<file path="src/rtl/axis_fifo_streamer_pt.sv">
// AXI-Stream FIFO streamer with packet-boundary-safe PASS/DRAIN/HOLD mode control
// and occupancy / packet / drop counters for the reconfiguration sequencer.
`timescale 1ns/1ps
module axis_fifo_streamer_pt #(
   parameter int unsigned DATA_WIDTH = 32,
   parameter int unsigned DEPTH_LOG2 = 4,
   parameter int unsigned CNT_WIDTH  = 32
) (
   input  logic                    clk,
   input  logic                    reset,
   input  logic [1:0]              mode,
   input  logic [DATA_WIDTH-1:0]   S_AXI_TDATA,
   input  logic [DATA_WIDTH/8-1:0] S_AXI_TKEEP,
   input  logic                    S_AXI_TVALID,
   output logic                    S_AXI_TREADY,
   input  logic                    S_AXI_TLAST,
   output logic [DATA_WIDTH-1:0]   M_AXI_TDATA,
   output logic [DATA_WIDTH/8-1:0] M_AXI_TKEEP,
   output logic                    M_AXI_TVALID,
   input  logic                    M_AXI_TREADY,
   output logic                    M_AXI_TLAST,
   output logic [1:0]              cur_mode,
   output logic [DEPTH_LOG2:0]     level,
   output logic [CNT_WIDTH-1:0]    pkt_cnt,
   output logic [CNT_WIDTH-1:0]    drop_cnt
);

   localparam int unsigned KEEP_WIDTH = DATA_WIDTH / 8;
   localparam int unsigned WORD_WIDTH = DATA_WIDTH + KEEP_WIDTH + 1;
   localparam int unsigned DEPTH      = 1 << DEPTH_LOG2;

   typedef enum logic [1:0] {
      MODE_PASS  = 2'b00,
      MODE_DRAIN = 2'b01,
      MODE_HOLD  = 2'b10
   } mode_t;

   typedef logic [DEPTH_LOG2:0]   ptr_t;
   typedef logic [DEPTH_LOG2-1:0] idx_t;

   mode_t                 state;
   logic                  in_pkt;
   ptr_t                  wr_ptr;
   ptr_t                  rd_ptr;
   ptr_t                  wr_nxt;
   ptr_t                  rd_nxt;
   logic [WORD_WIDTH-1:0] mem [DEPTH];
   logic [WORD_WIDTH-1:0] s_word;
   logic [WORD_WIDTH-1:0] head_nxt;
   logic                  full;
   logic                  empty_nxt;
   logic                  accept;
   logic                  push;
   logic                  drop;
   logic                  pop;
   logic                  mode_update;

   function automatic mode_t decode_mode(input logic [1:0] m);
      case (m)
         2'b00:   return MODE_PASS;
         2'b01:   return MODE_DRAIN;
         default: return MODE_HOLD;
      endcase
   endfunction

   assign full = (wr_ptr[DEPTH_LOG2] != rd_ptr[DEPTH_LOG2]) &&
                 (wr_ptr[DEPTH_LOG2-1:0] == rd_ptr[DEPTH_LOG2-1:0]);

   always_comb begin
      S_AXI_TREADY = 1'b0;
      case (state)
         MODE_PASS:  S_AXI_TREADY = !full;
         MODE_DRAIN: S_AXI_TREADY = 1'b1;
         default:    S_AXI_TREADY = 1'b0;
      endcase
   end

   assign accept = S_AXI_TVALID && S_AXI_TREADY;
   assign push   = accept && (state == MODE_PASS);
   assign drop   = accept && (state == MODE_DRAIN);
   assign pop    = M_AXI_TVALID && M_AXI_TREADY;

   assign wr_nxt    = wr_ptr + ptr_t'(push);
   assign rd_nxt    = rd_ptr + ptr_t'(pop);
   assign empty_nxt = (wr_nxt == rd_nxt);
   assign s_word    = {S_AXI_TDATA, S_AXI_TKEEP, S_AXI_TLAST};

   // The output registers mirror the post-edge head; a push landing in the head
   // slot (FIFO empty after this edge's pop) is forwarded so latency stays 1 cycle.
   always_comb begin
      head_nxt = mem[idx_t'(rd_nxt)];
      if (push && (idx_t'(wr_ptr) == idx_t'(rd_nxt)))
         head_nxt = s_word;
   end

   assign mode_update = accept ? S_AXI_TLAST : !in_pkt;

   always_ff @(posedge clk) begin
      if (push)
         mem[idx_t'(wr_ptr)] <= s_word;
   end

   always_ff @(posedge clk or negedge reset) begin
      if (!reset) begin
         state        <= MODE_PASS;
         in_pkt       <= 1'b0;
         wr_ptr       <= '0;
         rd_ptr       <= '0;
         M_AXI_TVALID <= 1'b0;
         M_AXI_TDATA  <= '0;
         M_AXI_TKEEP  <= '0;
         M_AXI_TLAST  <= 1'b0;
         pkt_cnt      <= '0;
         drop_cnt     <= '0;
      end else begin
         wr_ptr       <= wr_nxt;
         rd_ptr       <= rd_nxt;
         M_AXI_TVALID <= !empty_nxt;
         {M_AXI_TDATA, M_AXI_TKEEP, M_AXI_TLAST} <= head_nxt;
         if (accept)
            in_pkt <= !S_AXI_TLAST;
         if (mode_update)
            state <= decode_mode(mode);
         if (pop && M_AXI_TLAST)
            pkt_cnt <= pkt_cnt + CNT_WIDTH'(1);
         if (drop)
            drop_cnt <= drop_cnt + CNT_WIDTH'(1);
      end
   end

   assign cur_mode = state;
   assign level    = wr_ptr - rd_ptr;

endmodule

</file>
<file path="config.mk">
export PLATFORM = sky130hd
export DESIGN_NAME = axis_fifo_streamer_pt
export DESIGN_NICKNAME = d
export VERILOG_FILES = /design/src/rtl/axis_fifo_streamer_pt.sv
export SDC_FILE = /design/constraint.sdc
export NUM_CORES = 1
export LEC_CHECK = 0
export CORE_ASPECT_RATIO = 0.5
export CORE_UTILIZATION = 25
export CTS_CLUSTER_DIAMETER = 60
export DETAILED_ROUTE_END_ITERATION = 16
export PLACE_DENSITY_LB_ADDON = 0.15
export RECOVER_POWER = 50
export SYNTH_ARGS = -nofsm -noshare
export SYNTH_HDL_FRONTEND = slang
export SYNTH_SLANG_ARGS = --single-unit
export TNS_END_PERCENT = 100
</file>
<file path="constraint.sdc">
create_clock -name clk -period 11.7 [get_ports clk]
set_input_delay 3.51 -clock clk [delete_from_list [all_inputs] [get_ports clk]]
set_output_delay 3.51 -clock clk [all_outputs]
set_load 0.01 [all_outputs]
</file>
======== Yosys cells after proc, flatten, opt, wreduce, memory -nomap -nowiden ========
Memories as Yosys holds them, arrays and structs flattened. A register that Yosys moved wholly into a read port is not among the register bits.
Index checks and enable logic that the tools add are counted.
word-level totals
  flip-flop bits (word level) ............. 78
  bits of input ports ..................... 43
  memory bits (writable) .................. 592
  logic and storage cells ................. 36
  memories ................................ 1
operators by class
  $add $sub $neg .......................... 5
  reductions and logical operators ........ 13
  eq/ne operators ......................... 5
  mux-type cells .......................... 5
memory list
  memory  depth  bits a word  read ports  clocked after memory_dff  write ports  line  source
  mem     16     37           1           1                         1            47    logic [WORD_WIDTH-1:0] mem [DEPTH];
operator list
  kind                     number
  $add A32 B1 Y32 const B  2
  $add A5 B1 Y5            2
  $logic_and A1 B1 Y1      6
  $eq A5 B5 Y1             1
  $logic_not A1 Y1         5
  $sub A5 B5 Y5            1
  $eq A2 B1 Y1 const B     2
  $eq A4 B4 Y1             1
  $logic_not A2 Y1         2
  $pmux W2 S2              1
  $mux W1                  3
  $pmux W1 S2              1
  $ne A1 B1 Y1             1

======== Logic depth before layout (Yosys ltp) ========
Gate-level depths: netlist of run 1.
  word-level depth ........................ 9
  mapped depth ............................ 11
  mapped depth without buffers ............ 11

======== Worst setup path after synthesis of run 1 ========
OpenSTA, ideal clock, no wires.
  path kind ............................... input port to flip-flop
  from .................................... input S_AXI_TVALID
  to ...................................... memory mem[0][0] (netlist bit) (enable)
  required time ........................... 11.223 ns
  stages .................................. 4
  setup time .............................. 0.477 ns
  arrival time ............................ 6.597 ns
  path buffers ............................ 0
  path slack .............................. 4.625 ns
  cells stage by stage .................... o311ai_2 nor2_1 nand3_1 nor3_1
on the way
  cells in the longest elaborated chain, start to end .. 4
RTL lines
  what                           line  source
  from (decl)                    14    input logic S_AXI_TVALID,
  $logic_and A1 B1 Y1            78    assign accept = S_AXI_TVALID && S_AXI_TREADY;
  $logic_and A1 B1 Y1            79    assign push = accept && (state == MODE_PASS);
  $mux W1                        99    if (push)
  $mux W1 (not written as such)  100   mem[idx_t'(wr_ptr)] <= s_word;
  to (decl)                      47
Every way passes these cells.

======== Worst setup path after layout of run 1 ========
  from .................................... input M_AXI_TREADY
  to ...................................... register M_AXI_TDATA[11], read port of mem
on the way
  cells in the longest elaborated chain, start to end .. 2
RTL lines
  what                 line  source
  from (decl)          20    input logic M_AXI_TREADY,
  $logic_and A1 B1 Y1  81    assign pop = M_AXI_TVALID && M_AXI_TREADY;
  $add A5 B1 Y5        84    assign rd_nxt = rd_ptr + ptr_t'(pop);
  to (decl)            17    output logic [DATA_WIDTH-1:0] M_AXI_TDATA,
Every way passes these cells.
A chain may end at the register's enable or synchronous reset.

==> flow_summary.json, run 1 <==
{
  "synthToLayoutAreaGrowth_pct": 20.59,
  "r2r_start": "M_AXI_TVALID",
  "synth_area_per_cell_um2": 20.30,
  "die_area_um2": 112500,
  "grt_pass1_vias": 14212,
  "dieWidth_um": 473.3,
  "arrival_ns": 8.36,
  "cts_root_buf": "clkbuf_16",
  "cp-end-kind": "flop",
  "fp.coreArea_um2": 110100,
  "cts_resized": 0,
  "ys_ff_latch": 707,
  "port_buffers": 152,
  "power.total_w": 0.008172,
  "clk_latency_ns": 0.65,
  "crit_buf_inv": 2,
  "fmax_mhz": 127.8,
  "synth_top_flop_cell": "edfxtp_1",
  "drtIter0Drc": 917,
  "hold_path.class": "flop to flop",
  "syn_inst": 1368,
  "postCtsSetupRepairBufs": 0,
  "crit_family": "XOR/XNOR gates",
  "max-vdd-ir-drop_mv": 0.2814,
  "synth_warnings": 0,
  "cts_tree": "done",
  "worstSetupStartpointType": "input pin",
  "yosysSeqAreaShare": 0.7439,
  "worst_pin_slew_ns": 4.912,
  "nets": 1611,
  "required_ns": 12.24,
  "wl_per_cell_um": 22.41,
  "violations": "capacitance limit, slew limit",
  "grt_max_degree": 127,
  "hold_depth": 1,
  "gp_congestion": 0.7029,
  "slew_headroom": -2.275,
  "synth_nets": 1422,
  "row_count": 86,
  "num_vias": 13511,
  "dpl.hpwl_mm": 33.96,
  "grt_pass1_wl_mm": 101.9,
  "antenna_found_initial": 7,
  "wl_mm": 69.79,
  "start_util": 0.2522,
  "drive_gt1_frac": 0.2004,
  "hp-start": "pkt_cnt[31]",
  "cts.sinks": 707,
  "regToRegSetupSlack_ns": 6.90,
  "cap_violations": 3,
  "crit_chain": "dlygate4sd3_1, and2_0, ha_1, ha_1, xor2_1, buf_4, and2b_1, a211oi_1, a211oi_1, a21o_1",
  "pwr_density_cell_nw_per_um2": 244.1,
  "grt_usage": 0.1250,
  "async_flop_share": 0.1627,
  "reg2reg_to": "M_AXI_TDATA[11]",
  "cts_inserted_buffers": 73,
  "hold_end": "pkt_cnt[31]",
  "ys_types": 43,
  "final_cell_mix": "edfxtp_1 (592), mux4_2 (148), dfrtp_1 (115)",
  "setup_tns_ns": 0,
  "critPathMaxFanout": 45,
  "synth_edf_count": 592,
  "h-tree-depth": 3,
  "clk_pin_slew_ns": 0.06,
  "drv_slew": 107,
  "io_pins": 153,
  "critPathKind": "input pin to flop",
  "synth_area_um2": 27760,
  "reg2reg_depth": 9,
  "period_needed_ns": 7.827,
  "leakage_nw": 11.09,
  "die_h_um": 237.6,
  "clockBufferDepth": 3,
  "hold_buffers": 0,
  "drt-pass1-iter-count": 7,
  "hold_viol": 0,
  "slowest_stage": "xor2_1",
  "ant_nets": 0,
  "cp_slowest_stage_delay_ns": 1.93,
  "remaining_drc_errors": 0,
  "finalSetupViolCount": 0,
  "grt.overflow.total": 0,
  "mostFrequentLayoutCell": "edfxtp_1",
  "status": "complete, but fails checks",
  "routed_via_density": 4.339,
  "finClkSkew_ns": 0.02634,
  "post-route-period-util": 0.6690,
  "rsz0062_at_grt": "false"
}
## kinds of logic after synthesis
| group | share of synthesized area |
|---|---|
| xor gates and xnor gates | 0.02623 |
| buffers and inverters | 0.01762 |
| and+or+nand+nor | 0.03830 |
| muxes | 0.1350 |
| adders and majority gates | 0.005228 |
| DFF | 0.7439 |
| AOI/OAI and AO/OA | 0.03366 |
## metrics by stage
step	area (um2)	utilization	hold WS [ns]	cells	setup slack, ns
final	33480	0.3042	0.4751	3114	3.873
after global routing	33480	0.3041	0.4855	3113	3.529
after CTS	33570	0.3049	0.4745	3113	5.043
after detailed placement	31140	0.2829	0.4660	2978	4.375
after global placement	31140	0.2829	0.4592	2978	4.440
after floorplan	27760	-	0.4630	1368	4.625
## layer usage
layer | GRT usage | part of all wire | vias to the layer above
met2 | 0.2074 | 0.49 | 199
met3 | 0.02506 | 0.033 | 92
met1 | 0.1688 | 0.46 | 7290
met5 | 0 | 0.00042 | -
met4 | 0.02665 | 0.018 | 4
li1 | - | - | 5926
## synthesized netlist by cell type, types with 3 or more instances
cell      number  share of area
edfxtp_1     592           0.64
mux4_2       148           0.12
dfrtp_1      115           0.10
a211oi_1      63          0.017
xnor2_1       55          0.017
a21o_1        39          0.011
mux2i_1       37          0.013
nor2b_1       32         0.0072
buf_2         31         0.0056
nand3_1       30         0.0054
nor2_1        28         0.0038
xor2_1        23         0.0073
nand2_1       22         0.0030
buf_4         17         0.0046
inv_1         17         0.0023
nand4_1       13         0.0029
a211oi_2      11         0.0050
buf_6         10         0.0041
ha_1          10         0.0045
nor3_1         9         0.0016
and3_1         8         0.0018
clkbuf_1       8         0.0011
and2b_1        6         0.0016
and4_1         6         0.0019
and2_1         4        0.00090
mux2_2         4         0.0016
nand2b_1       4        0.00090
nor4_1         4        0.00090
a21oi_1        3        0.00054
## area by class of cell
| cell class | instances | area (um2) |
|---|---|---|
| fill | 10673 | 76600 |
| sequential | 707 | 20650 |
| multi-input combinational | 578 | 6713 |
| clock buffer | 98 | 2033 |
| tap | 1496 | 1872 |
| timing repair buffer | 180 | 1747 |
| clock inverter | 37 | 395.4 |
| inverter | 17 | 63.81 |
| antenna | 1 | 2.502 |
## worst max-delay path by stage
stage	depth (start not counted)	to	startpoint
floorplan	4	mem[0][0]	S_AXI_TVALID
global placement	11	M_AXI_TDATA[9]	M_AXI_TREADY
detailed placement	11	M_AXI_TDATA[20]	M_AXI_TREADY
CTS	11	M_AXI_TDATA[20]	M_AXI_TREADY
global route	10	M_AXI_TDATA[11]	M_AXI_TREADY
finish	10	M_AXI_TDATA[11]	M_AXI_TREADY
## flip-flops by register name, indices dropped and copies added (netlist names)
| name | flops |
|---|---|
| mem | 592 |
| M_AXI_TDATA | 32 |
| drop_cnt | 32 |
| pkt_cnt | 32 |
| rd_ptr | 5 |
| wr_ptr | 5 |
| M_AXI_TKEEP | 4 |
| cur_mode | 2 |
| M_AXI_TLAST | 1 |
| M_AXI_TVALID | 1 |
| in_pkt | 1 |
## where the power goes
group	internal, W	leakage (nW)	switching (W)	total [W]
Combinational	0.00134	3.10	0.00137	0.00271
Clock	0.00136	1.19	0.00101	0.00237
Sequential	0.00296	6.80	0.000133	0.00309
Total	0.00566	11.1	0.00251	0.00817
Power figures use the tool's default switching activity.
==> inputs of run 2 (changes only) <==
==> constraint.sdc (replaced) <==
create_clock -name clk -period 6.5 [get_ports clk]
set_input_delay 1.95 -clock clk [delete_from_list [all_inputs] [get_ports clk]]
set_output_delay 1.95 -clock clk [all_outputs]
set_load 0.01 [all_outputs]
==> flow_summary.json, run 2 (same netlist as run 1, synthesis figures left out) <==
{
  "status": "complete, but fails checks",
  "violations": "capacitance limit, slew limit",
  "hold_buffers": 0,
  "h-tree-depth": 3,
  "slew_headroom": -0.2248,
  "hold_viol": 0,
  "antenna_found_initial": 8,
  "crit_chain": "dlygate4sd3_1, and2_0, ha_1, ha_1, buf_4, mux4_2, mux2i_1, a211oi_1, a21o_1",
  "cp_slowest_stage_delay_ns": 1.33,
  "gp_congestion": 0.7007,
  "fin_util": 0.3079,
  "io_pins": 153,
  "cts_tree": "done",
  "grt_pass1_vias": 14513,
  "fmax_mhz": 186.5,
  "reg2reg_depth": 8,
  "largest_reg_flops": 592,
  "row_count": 86,
  "setup_tns_ns": 0,
  "finClkSkew_ns": 0.02615,
  "worstSetupStartpointType": "input pin",
  "period_needed_ns": 5.362,
  "leakage_nw": 11.25,
  "cts_inserted_buffers": 74,
  "rsz0062_at_grt": "false",
  "wl_per_cell_um": 22.35,
  "remaining_drc_errors": 0,
  "clk_pin_slew_ns": 0.06,
  "clockBufferDepth": 3,
  "die_h_um": 237.6,
  "arrival_ns": 5.89,
  "critPathMaxFanout": 24,
  "cpMostUsedCell": "ha_1",
  "cts.sinks": 707,
  "grt_pass1_wl_mm": 103.3,
  "placed_area_um2": 31450,
  "pwr_density_cell_nw_per_um2": 443.3,
  "dp_worst_setup_slack_ns": 1.410,
  "nets": 1625,
  "drt-pass1-iter-count": 5,
  "num_vias": 13576,
  "largest_register": "mem",
  "dpl.hpwl_mm": 37.22,
  "worst_pin_slew_ns": 1.837,
  "grt_usage": 0.1264,
  "hold_path.class": "flop to flop",
  "routed_via_density": 4.342,
  "mostFrequentLayoutCell": "edfxtp_1",
  "cts_root_buf": "clkbuf_16",
  "critPathKind": "input pin to flop",
  "cp-end-kind": "flop",
  "cts_resized": 0,
  "max-vdd-ir-drop_mv": 0.3848,
  "cap_violations": 3,
  "wl_mm": 69.90,
  "clk_latency_ns": 0.66,
  "layout_setup_ws_ns": 1.138,
  "port_buffers": 152,
  "instances_no_fill": 3127,
  "slowest_stage": "ha_1",
  "fillers": 10646,
  "drive_gt1_frac": 0.2054,
  "hold_depth": 1,
  "ant_nets": 0,
  "postCtsSetupRepairBufs": 0,
  "stdcell_area_um2": 33890,
  "placed_cells": 2991,
  "dieWidth_um": 473.3,
  "fp.coreArea_um2": 110100,
  "final_cell_mix": "edfxtp_1 (592), mux4_2 (148), dfrtp_1 (115)",
  "start_util": 0.2522,
  "required_ns": 7.03,
  "grt.overflow.total": 0,
  "drv_slew": 75,
  "post-route-period-util": 0.8249,
  "antenna_cells": 0,
  "synthToLayoutAreaGrowth_pct": 22.06,
  "grt_max_degree": 77,
  "drtIter0Drc": 1096,
  "finalSetupViolCount": 0,
  "die_area_um2": 112500
}
run 2: cell count changes in the layout (fill, tap and decap cells not counted), moves of 3 or more:
cell and delta:
inv_6 +3, buf_4 -5, buf_12 +17, clkinv_8 -3, clkinv_2 -4
run 2: worst max-delay path, delay by kind of cell:
family | cells | cell delay (ns)
buf+inv | 2 | 1.09
compound gates | 2 | 0.32
fa+ha+maj | 2 | 1.54
mux | 2 | 0.76
simple gates | 1 | 0.16
run 2: final timing paths:
kind / from / to / slack (ns)
worst max register to register: M_AXI_TVALID / M_AXI_TDATA[27] / 2.60
worst min register to register: pkt_cnt[31] / pkt_cnt[31] / 0.47
worst max-delay path: M_AXI_TREADY / M_AXI_TDATA[27] / 1.14
min in group asynchronous: reset / M_AXI_TKEEP[2] / 1.31
max in group asynchronous: reset / pkt_cnt[6] / 2.87
worst min-delay path: pkt_cnt[31] / pkt_cnt[31] / 0.47
run 2: area by class of cell:
class / count / area (um2) / share of cell area
Timing Repair Buffer: 193 / 2061 / 0.06081
Clock buffer: 99 / 2048 / 0.06044
Tap cell: 1496 / 1872 / 0.05523
Multi-Input combinational cell: 578 / 6724 / 0.1984
Inverter: 17 / 63.81 / 0.001883
Sequential cell: 707 / 20650 / 0.6095
Clock inverter: 37 / 466.7 / 0.01377
run 2: where the power goes:
part | total (W) | internal, W | switching [W] | leakage [nW]
Combinational | 0.00506 | 0.00253 | 0.00253 | 3.23
Clock | 0.00441 | 0.00256 | 0.00185 | 1.23
Sequential | 0.00555 | 0.00532 | 0.000226 | 6.80
run 2: metal layers:
metal | routed length, um | track usage | vias to the layer above
li1 | - | - | 5964
met1 | 32940 | 0.1758 | 7295
met2 | 33120 | 0.2023 | 203
met3 | 2547 | 0.02707 | 108
met4 | 1264 | 0.02714 | 6
met5 | 30 | 0 | -
run 2: metrics by stage:
step                hold WS [ns]  power [W]
floorplan                 0.4630   0.009159
global placement          0.4584    0.01092
detailed placement        0.4673    0.01090
CTS                       0.4752    0.01539
global route              0.4952    0.01584
finish                    0.4694    0.01502
==> inputs of run 3 (changes only) <==
==> constraint.sdc (replaced) <==
create_clock -name clk -period 4.6 [get_ports clk]
set_input_delay 1.38 -clock clk [delete_from_list [all_inputs] [get_ports clk]]
set_output_delay 1.38 -clock clk [all_outputs]
set_load 0.01 [all_outputs]
==> flow_summary.json, run 3 (same netlist as run 1, synthesis figures left out) <==
{
  "crit_family": "buffers and inverters",
  "postCtsSetupRepairBufs": 0,
  "cp-end-kind": "output pin",
  "sw_frac_of_total": 0.3084,
  "cpMostUsedCell": "inv_1",
  "instances_no_fill": 3159,
  "grt_pass1_wl_mm": 104.3,
  "dieWidth_um": 473.3,
  "drtIter0Drc": 916,
  "fmax_mhz": 235.3,
  "grt_max_degree": 80,
  "mostFrequentLayoutCell": "edfxtp_1",
  "num_vias": 13735,
  "wl_mm": 71.17,
  "clockBufferDepth": 3,
  "start_util": 0.2522,
  "drv_slew": 85,
  "worst_pin_slew_ns": 2.307,
  "wl_per_cell_um": 22.53,
  "placed_cells": 3016,
  "crit_buf_inv": 3,
  "required_ns": 3.22,
  "rsz0062_at_grt": "false",
  "cts_inserted_buffers": 76,
  "pwr-share-clk": 0.284,
  "power.total_w": 0.02167,
  "routed_via_density": 4.348,
  "io_pins": 153,
  "fin_util": 0.3117,
  "worstSetupStartpointType": "flop",
  "critPathMaxFanout": 5,
  "antenna_found_initial": 10,
  "violations": "capacitance limit, slew limit",
  "nets": 1652,
  "combPwrFrac": 0.354,
  "leakage_nw": 11.42,
  "dp_worst_setup_slack_ns": 0.4443,
  "grt_usage": 0.1283,
  "hold_buffers": 0,
  "fillers": 10612,
  "grt.overflow.total": 0,
  "layout_setup_ws_ns": 0.3500,
  "fp.coreArea_um2": 110100,
  "setup_tns_ns": 0,
  "dpl.hpwl_mm": 37.55,
  "period_needed_ns": 4.250,
  "largest_register": "mem",
  "cts.sinks": 707,
  "cp_slowest_stage_delay_ns": 0.58,
  "power.switching_w": 0.006684,
  "clk_latency_ns": 0.65,
  "hold_viol": 0,
  "cts_root_buf": "clkbuf_16",
  "gp_congestion": 0.6732,
  "synthToLayoutAreaGrowth_pct": 23.60,
  "ant_nets": 0,
  "critPathKind": "flop to output pin",
  "die_h_um": 237.6,
  "drt-pass1-iter-count": 4,
  "largest_reg_flops": 592,
  "pwr_density_cell_nw_per_um2": 631.5,
  "cts_tree": "done",
  "post-route-period-util": 0.9239,
  "crit_chain": "inv_1, ha_1, fa_1, inv_1, a21o_1, a21oi_1, xnor2_1, clkdlybuf4s50_1",
  "cap_violations": 2,
  "final_cell_mix": "edfxtp_1 (592), mux4_2 (148), dfrtp_1 (115)",
  "hold_path.class": "flop to flop",
  "die_area_um2": 112500,
  "status": "complete, but fails checks",
  "port_buffers": 152,
  "h-tree-depth": 3,
  "grt_pass1_vias": 14756,
  "clk_pin_slew_ns": 0.06,
  "cts_resized": 0,
  "drive_gt1_frac": 0.2185,
  "finClkSkew_ns": 0.03413,
  "finalSetupViolCount": 0,
  "max-vdd-ir-drop_mv": 0.3318,
  "internal_power_w": 0.01499,
  "seq_power_share": 0.361,
  "arrival_ns": 2.87,
  "remaining_drc_errors": 0,
  "row_count": 86,
  "slew_headroom": -0.5382,
  "slowest_stage": "clkdlybuf4s50_1"
}
-- run 3: path summary, 6_finish.rpt --
kind | from | to | slack (ns) | cells after the start
worst max-delay path | wr_ptr[0] | level[4] | 0.35 | 8
worst min-delay path | pkt_cnt[31] | pkt_cnt[31] | 0.47 | 1
worst max register to register | wr_ptr[3] | M_AXI_TVALID | 0.44 | 10
worst min register to register | pkt_cnt[31] | pkt_cnt[31] | 0.47 | 1
max in group asynchronous | reset | M_AXI_TDATA[15] | 1.24 | 2
min in group asynchronous | reset | M_AXI_TDATA[2] | 1.31 | 1
-- run 3: layout make-up --
class                   count  area, um2  area share
well taps                1496       1872     0.05454
clock buffers              96       2069     0.06031
repair buffers            218       2469     0.07194
flip-flops and latches    707      20650      0.6019
multi-input cells         578       6755      0.1968
diodes                      2      5.005   0.0001458
inverters                  17      63.81    0.001859
clock inverters            45      427.9     0.01247
-- run 3: power by group through the flow --
stage          logic, W  registers, W  clock network [W]
3_3_place_gp    0.00793       0.00800                  0
2_1_floorplan   0.00500       0.00795                  0
6_report        0.00767       0.00783            0.00617
5_1_grt         0.00833       0.00789            0.00663
4_1_cts         0.00794       0.00787            0.00639
3_5_place_dp    0.00791       0.00800                  0
-- run 3: per-stage QoR --
step / hold WS (ns) / cell area [um2]
6_report: 0.4691 / 34320
2_1_floorplan: 0.4630 / 27780
4_1_cts: 0.4760 / 34400
3_5_place_dp: 0.4677 / 31900
3_3_place_gp: 0.4568 / 31900
5_1_grt: 0.5015 / 34310
-- run 3: worst reg2reg max path, cell delays in order, from the launching register on --
cell,delay (ns)
dfrtp_1,0.63
ha_1,0.48
inv_1,0.07
o311ai_0,1.29
nor2_1,0.30
ha_1,0.32
ha_1,0.21
xor2_1,0.17
xor2_1,0.16
nor3_1,0.27
nand4b_1,0.13
-- run 3: routing by layer --
metal | routed length (um) | part of all wire | track usage | up-vias
met5 | 55 | 0.00077 | 0 | -
met4 | 1546 | 0.022 | 0.03030 | 10
met3 | 2524 | 0.035 | 0.02919 | 122
met2 | 34350 | 0.48 | 0.2122 | 191
met1 | 32690 | 0.46 | 0.1705 | 7394
li1 | - | - | - | 6018
==> RTL edit 1, RTL diff (config.mk and constraints of run 3) <==
`DATA_WIDTH`: 32 -> 40.
--- a/src/rtl/axis_fifo_streamer_pt.sv
+++ b/src/rtl/axis_fifo_streamer_pt.sv
@@ -2,7 +2,7 @@
 // and occupancy / packet / drop counters for the reconfiguration sequencer.
 `timescale 1ns/1ps
 module axis_fifo_streamer_pt #(
-   parameter int unsigned DATA_WIDTH = 32,
+   parameter int unsigned DATA_WIDTH = 40,
    parameter int unsigned DEPTH_LOG2 = 4,
    parameter int unsigned CNT_WIDTH  = 32
 ) (
Ports: changed (resized M_AXI_TDATA, M_AXI_TKEEP, S_AXI_TDATA and S_AXI_TKEEP); port bits go from 153 to 171. No check against the original RTL was run, so the function may have changed too.
==> RTL edit 1 against run 3 <==
The run still ends with max-capacitance violations, max-slew violations left; worst setup slack got worse by 0.017 ns; register-to-register slack improved by 0.75 ns; cell area rose by 19%; first-iteration DRC count rose by 14%; sequential power rose by 22%; total power rose by 24%; area after synthesis rose by 20%; hold slack improved by 0.0028 ns; die area rose by 20%; cell count rose by 18%; sequential cell count rose by 153; routed wire length rose by 23%; clock skew rose by 0.019 ns; critical endpoint is now S_AXI_TREADY; largest power group is now combinational logic.
==> RTL edit 1: results (changes against run 3) <==
most frequent cells after synthesis 736 x edfxtp_1, 184 x mux4_2, 124 x dfrtp_1 (was 592 x edfxtp_1, 148 x mux4_2, 115 x dfrtp_1); Vias/cell 4.40 (was 4.35); Area contributors post-synth edfxtp_1 66%, mux4_2 12%, dfrtp_1 9.3% (was edfxtp_1 64%, mux4_2 12%, dfrtp_1 10%); first-pass GRT wire length 128 mm (was 104 mm); PortBufs 170 (was 152); clk_lat worst skew 0.71 ns (was 0.65 ns); M2 GR Usage 22.0% (was 21.2%); Synth cell types 39 (was 43); met1 Use GR 17.6% (was 17.0%); Met3 Wirelength 3.18 mm (was 2.52 mm); violated checks max-capacitance violations, max-slew violations (unchanged); post-synthesis adder-cell area fraction 0.434% (was 0.523%); max cap viols 1 (was 2); CP Max Fanout 11 (was 5); Synth Area in Compound Gates 3.21% (was 3.37%); share of cells above drive strength 1 20.9% (was 21.9%); CTS clk-pin slew, worst paths 0.06 ns (about the same); Detailed Routing Iterations Pass 1 5 (was 4); Reg area 25200 sq um (was 20700 sq um); vias in the first global route 17.3k (was 14.8k); Slew Limit Fails 60 (was 85); maximum VDD drop 524 uV (was 332 uV); max_slew headroom -43.3% (was -53.8%); clkbuf count 127 (was 96); Num Clock Sinks 860 (was 707); proportion of synthesized area in mux cells 13.9% (was 13.5%); CTS buffer count 89 (was 76); Critical-path top delay cell dfrtp_1 (was clkdlybuf4s50_1); placed wire-length estimate 47.5 mm (was 37.5 mm); Largest stage delay, worst path 0.64 ns (was 0.58 ns); Synth Area in XOR/XNOR 2.20% (was 2.62%); First DRT Iteration DRCs 1042 (was 916); Post-synth EDFFs 736 (was 592); clock network share of area 6.99% (was 7.28%); area of the multi-input gates 7830 sq um (was 6760 sq um); syn nets 1679 (was 1422); Fillers 12.8k (was 10.6k); register area share after synthesis 75.4% (was 74.4%); Leakage Power 13.5 nW (was 11.4 nW); Max Clock Skew 0.0528 ns (was 0.0341 ns); Int Pwr 18.3 mW (was 15.0 mW); non-clock buffer count 243 (was 218); DR WL/cell 23.6 um (was 22.5 um); pwr/cell area 657 nW/um^2 (was 632 nW/um^2); Final #Nets 1933 (was 1652); Async S/R FF share, synth 14.4% (was 16.3%); Clk network pwr share 26.5% (was 28.4%); Logic pwr share 38.0% (was 35.4%); grt met3 use 2.41% (was 2.92%); initial antenna violation count 15 (was 10); outcome finished with violations (unchanged); wl on met1 40.0 mm (was 32.7 mm); Final GP Congestion 0.687 (was 0.673); buffering overhead 6.70% (was 7.19%); pin count of the biggest net entering global routing 60 (was 80); cell family with most CP delay flip-flops (was buffers and inverters); Signal inverters 14 (was 17)
==> RTL edit 1: final timing paths <==
path | slack [ns] | to | depth (start not counted)
min in group asynchronous | 1.24 | M_AXI_TDATA[27] | 1
max | 0.33 | S_AXI_TREADY | 5
min reg2reg | 0.47 | pkt_cnt[31] | 1
min | 0.47 | pkt_cnt[31] | 1
max in group asynchronous | 0.91 | pkt_cnt[27] | 2
max reg2reg | 1.19 | M_AXI_TVALID | 10
==> RTL edit 1: per-stage QoR <==
| stage | util [%] | hold slack, ns | cell area [sq um] | worst slack, ns | instances |
|---|---|---|---|---|---|
| after detailed placement | 28.9 | 0.468 | 38100 | 0.381 | 3555 |
| final | 31.0 | 0.472 | 40900 | 0.333 | 3723 |
| after global routing | 31.0 | 0.508 | 40900 | 0.143 | 3720 |
| after global placement | 28.9 | 0.462 | 38100 | 0.357 | 3555 |
| after CTS | 31.0 | 0.480 | 41000 | 0.198 | 3720 |
| after floorplan | - | 0.486 | 33500 | 0.154 | 1616 |
==> RTL edit 2, RTL diff (flow settings as in run 3) <==
Made on the original files. Reset style: synchronous (`reset`), changed in one clocked block.
--- a/src/rtl/axis_fifo_streamer_pt.sv
+++ b/src/rtl/axis_fifo_streamer_pt.sv
@@ -100,7 +100,7 @@
          mem[idx_t'(wr_ptr)] <= s_word;
    end
 
-   always_ff @(posedge clk or negedge reset) begin
+   always_ff @(posedge clk) begin
       if (!reset) begin
          state        <= MODE_PASS;
          in_pkt       <= 1'b0;
Formal check against the unedited RTL: differs if reset is asserted again (counterexample within 4 cycles, from zero or initial values and one cycle with reset low); with reset held inactive, the same outputs for 4 cycles.
==> RTL edit 2 against run 3 <==
Routed wire length up 6.2%; worst setup slack got worse by 0.0033 ns; fmax barely moved; sequential share of layout area is 0.96 points lower; cell area is 1.2% lower; area after synthesis shrank 1.0%; sequential cell count stayed put; critical path type unchanged; critical endpoint unchanged; highest routed layer unchanged.
Power is not compared: it rests on default switching activity, and its combinational part moved more than twofold at a synthesized area within 25%.
==> RTL edit 2: results (changes against run 3) <==
clk_lat worst skew 0.65 ns (about the same); Post-synth EDFFs 592 (unchanged); CTS clk-pin slew, worst paths 0.06 ns (about the same); setup bufs post-CTS 0 (unchanged); CTS buffer count 73 (was 76); First DRT Iteration DRCs 1101 (was 916); htree depth 3 (unchanged); Synth Area in Compound Gates 2.28% (was 3.37%); placed wire-length estimate 41.6 mm (was 37.5 mm); CP Max Fanout 5 (unchanged); share of cells above drive strength 1 18.5% (was 21.9%); worst r2r dst mem[2][13] (was M_AXI_TVALID); Slew @ Worst Pin 1.46 ns (was 2.31 ns); clk root buf clkbuf_16 (unchanged); flop-to-flop setup slack 1.46 ns (was 0.44 ns); FF-to-FF path depth 8 (was 10); pin count of the biggest net entering global routing 66 (was 80); Worst Setup EP level[4] (unchanged); Largest stage delay, worst path 0.64 ns (was 0.58 ns); crit path DAT 2.87 ns (about the same); Area contributors post-synth edfxtp_1 65%, mux4_2 12%, dfxtp_1 8.4% (was edfxtp_1 64%, mux4_2 12%, dfrtp_1 10%); post-synthesis adder-cell area fraction 0.528% (was 0.523%); Yosys warning count 0 (unchanged); Biggest register mem (unchanged); first-pass GRT wire length 110 mm (was 104 mm); final WL 75.6 mm (was 71.2 mm); Synth Area in XOR/XNOR 2.15% (was 2.62%); outcome completed (was finished with violations); Async S/R FF share, synth 0% (was 16.3%); Leakage Power 10.8 nW; syn nets 1697 (was 1422); max reg flops 592 (unchanged); Total GRT Usage 13.6% (was 12.8%); register area share after synthesis 73.1% (was 74.4%); initial antenna violation count 7 (was 10); via count 15.1k (was 13.7k); worst min-delay path category flip-flop to flip-flop (unchanged); CP Launch Point wr_ptr[0] (unchanged); CTS resizes 0 (unchanged); Final GP Congestion 0.695 (was 0.673); Detailed Routing Iterations Pass 1 5 (was 4); cell family with most CP delay buffers and inverters (unchanged); Slew Limit Fails 0 (was 85); Max Clock Skew 0.0273 ns (was 0.0341 ns); # diodes 0 (was 2); Critical-path top delay cell clkdlybuf4s50_1 (unchanged); most frequent cells after synthesis 592 x edfxtp_1, 259 x nand2_1, 148 x mux4_2 (was 592 x edfxtp_1, 148 x mux4_2, 115 x dfrtp_1); Synth cell types 46 (was 43); proportion of synthesized area in mux cells 12.4% (was 13.5%); PortBufs 152 (unchanged); Final #Nets 1909 (was 1652); maximum VDD drop 263 uV; Max clock buf depth 3 (unchanged); r2r startpoint rd_ptr[2] (was wr_ptr[3])
==> RTL edit 2: cell count changes after synthesis, sizes merged, moves of 31 or more <==
cell / change
nor2: +39
clkbuf: +54
nand2: +237
a21o: -37
a211oi: -74
nor2b: -32
dfxtp: +115
o22ai: +37
mux2i: -31
dfrtp: -115
o21ai: +44
buf: -31
==> RTL edit 2: cells by family (layout without fill, tap and decap cells) <==
| kind of cell | Yosys count | in the layout |
|---|---|---|
| adders and majority gates | 11 | 11 |
| AOI/OAI and AO/OA | 109 | 109 |
| muxes | 154 | 154 |
| buffers and inverters | 107 | 377 |
| DFF | 707 | 707 |
| and+or+nand+nor | 489 | 489 |
| xor gates and xnor gates | 66 | 66 |
==> RTL edit 2: layout make-up <==
type | instances | area (sq um)
inverters | 18 | 67.6
clock buffers | 97 | 2030
multi-input cells | 829 | 7120
clock inverters | 36 | 339
repair buffers | 226 | 2470
fillers | 10600 | 74400
well taps | 1435 | 1800
flip-flops and latches | 707 | 20100
==> RTL edit 2: worst min-delay path by stage <==
stage                        endpoint   startpoint  cells after the start  slack (ns)
final                     pkt_cnt[31]  pkt_cnt[31]                      2        0.47
after global placement    pkt_cnt[31]  pkt_cnt[31]                      2        0.46
after CTS                 pkt_cnt[31]  pkt_cnt[31]                      2        0.47
after detailed placement  pkt_cnt[31]  pkt_cnt[31]                      2        0.46
after floorplan           cur_mode[1]       in_pkt                      2        0.44
after global routing      pkt_cnt[30]  pkt_cnt[30]                      2        0.51
==> RTL edit 2: power by group <==
group	switching, mW	leakage [nW]	internal (mW)
clock	2.60	1.17	3.36
combinational	1.16	3.38	1.24
sequential	0.0765	6.28	7.11
total	3.84	10.8	11.7
==> RTL edit 2: tightest hold or removal path, cell delays in order (launching register included) <==
cell     delay (ns)
dfxtp_1        0.31
nand2_1        0.05
mux2i_1        0.05
==> RTL edit 2: metal layers <==
layer	up-vias	routed length [um]	track usage, %
met5	-	40	0
met4	6	1260	2.78
met3	97	2900	2.76
met2	286	35200	21.5
met1	7906	36200	19.2
li1	6774	-	-
==> RTL edit 2: stage by stage <==
stage / hold slack, ns / cells / util [%] / setup WS (ns) / instance area (sq um)
after floorplan: 0.445 / 1643 / - / 0.221 / 27500
final: 0.465 / 3348 / 31.3 / 0.347 / 33900
after global routing: 0.514 / 3348 / 31.3 / 0.179 / 33900
after detailed placement: 0.465 / 3215 / 29.2 / 0.370 / 31600
after global placement: 0.459 / 3215 / 29.2 / 0.383 / 31600
after CTS: 0.472 / 3348 / 31.4 / 0.264 / 34000
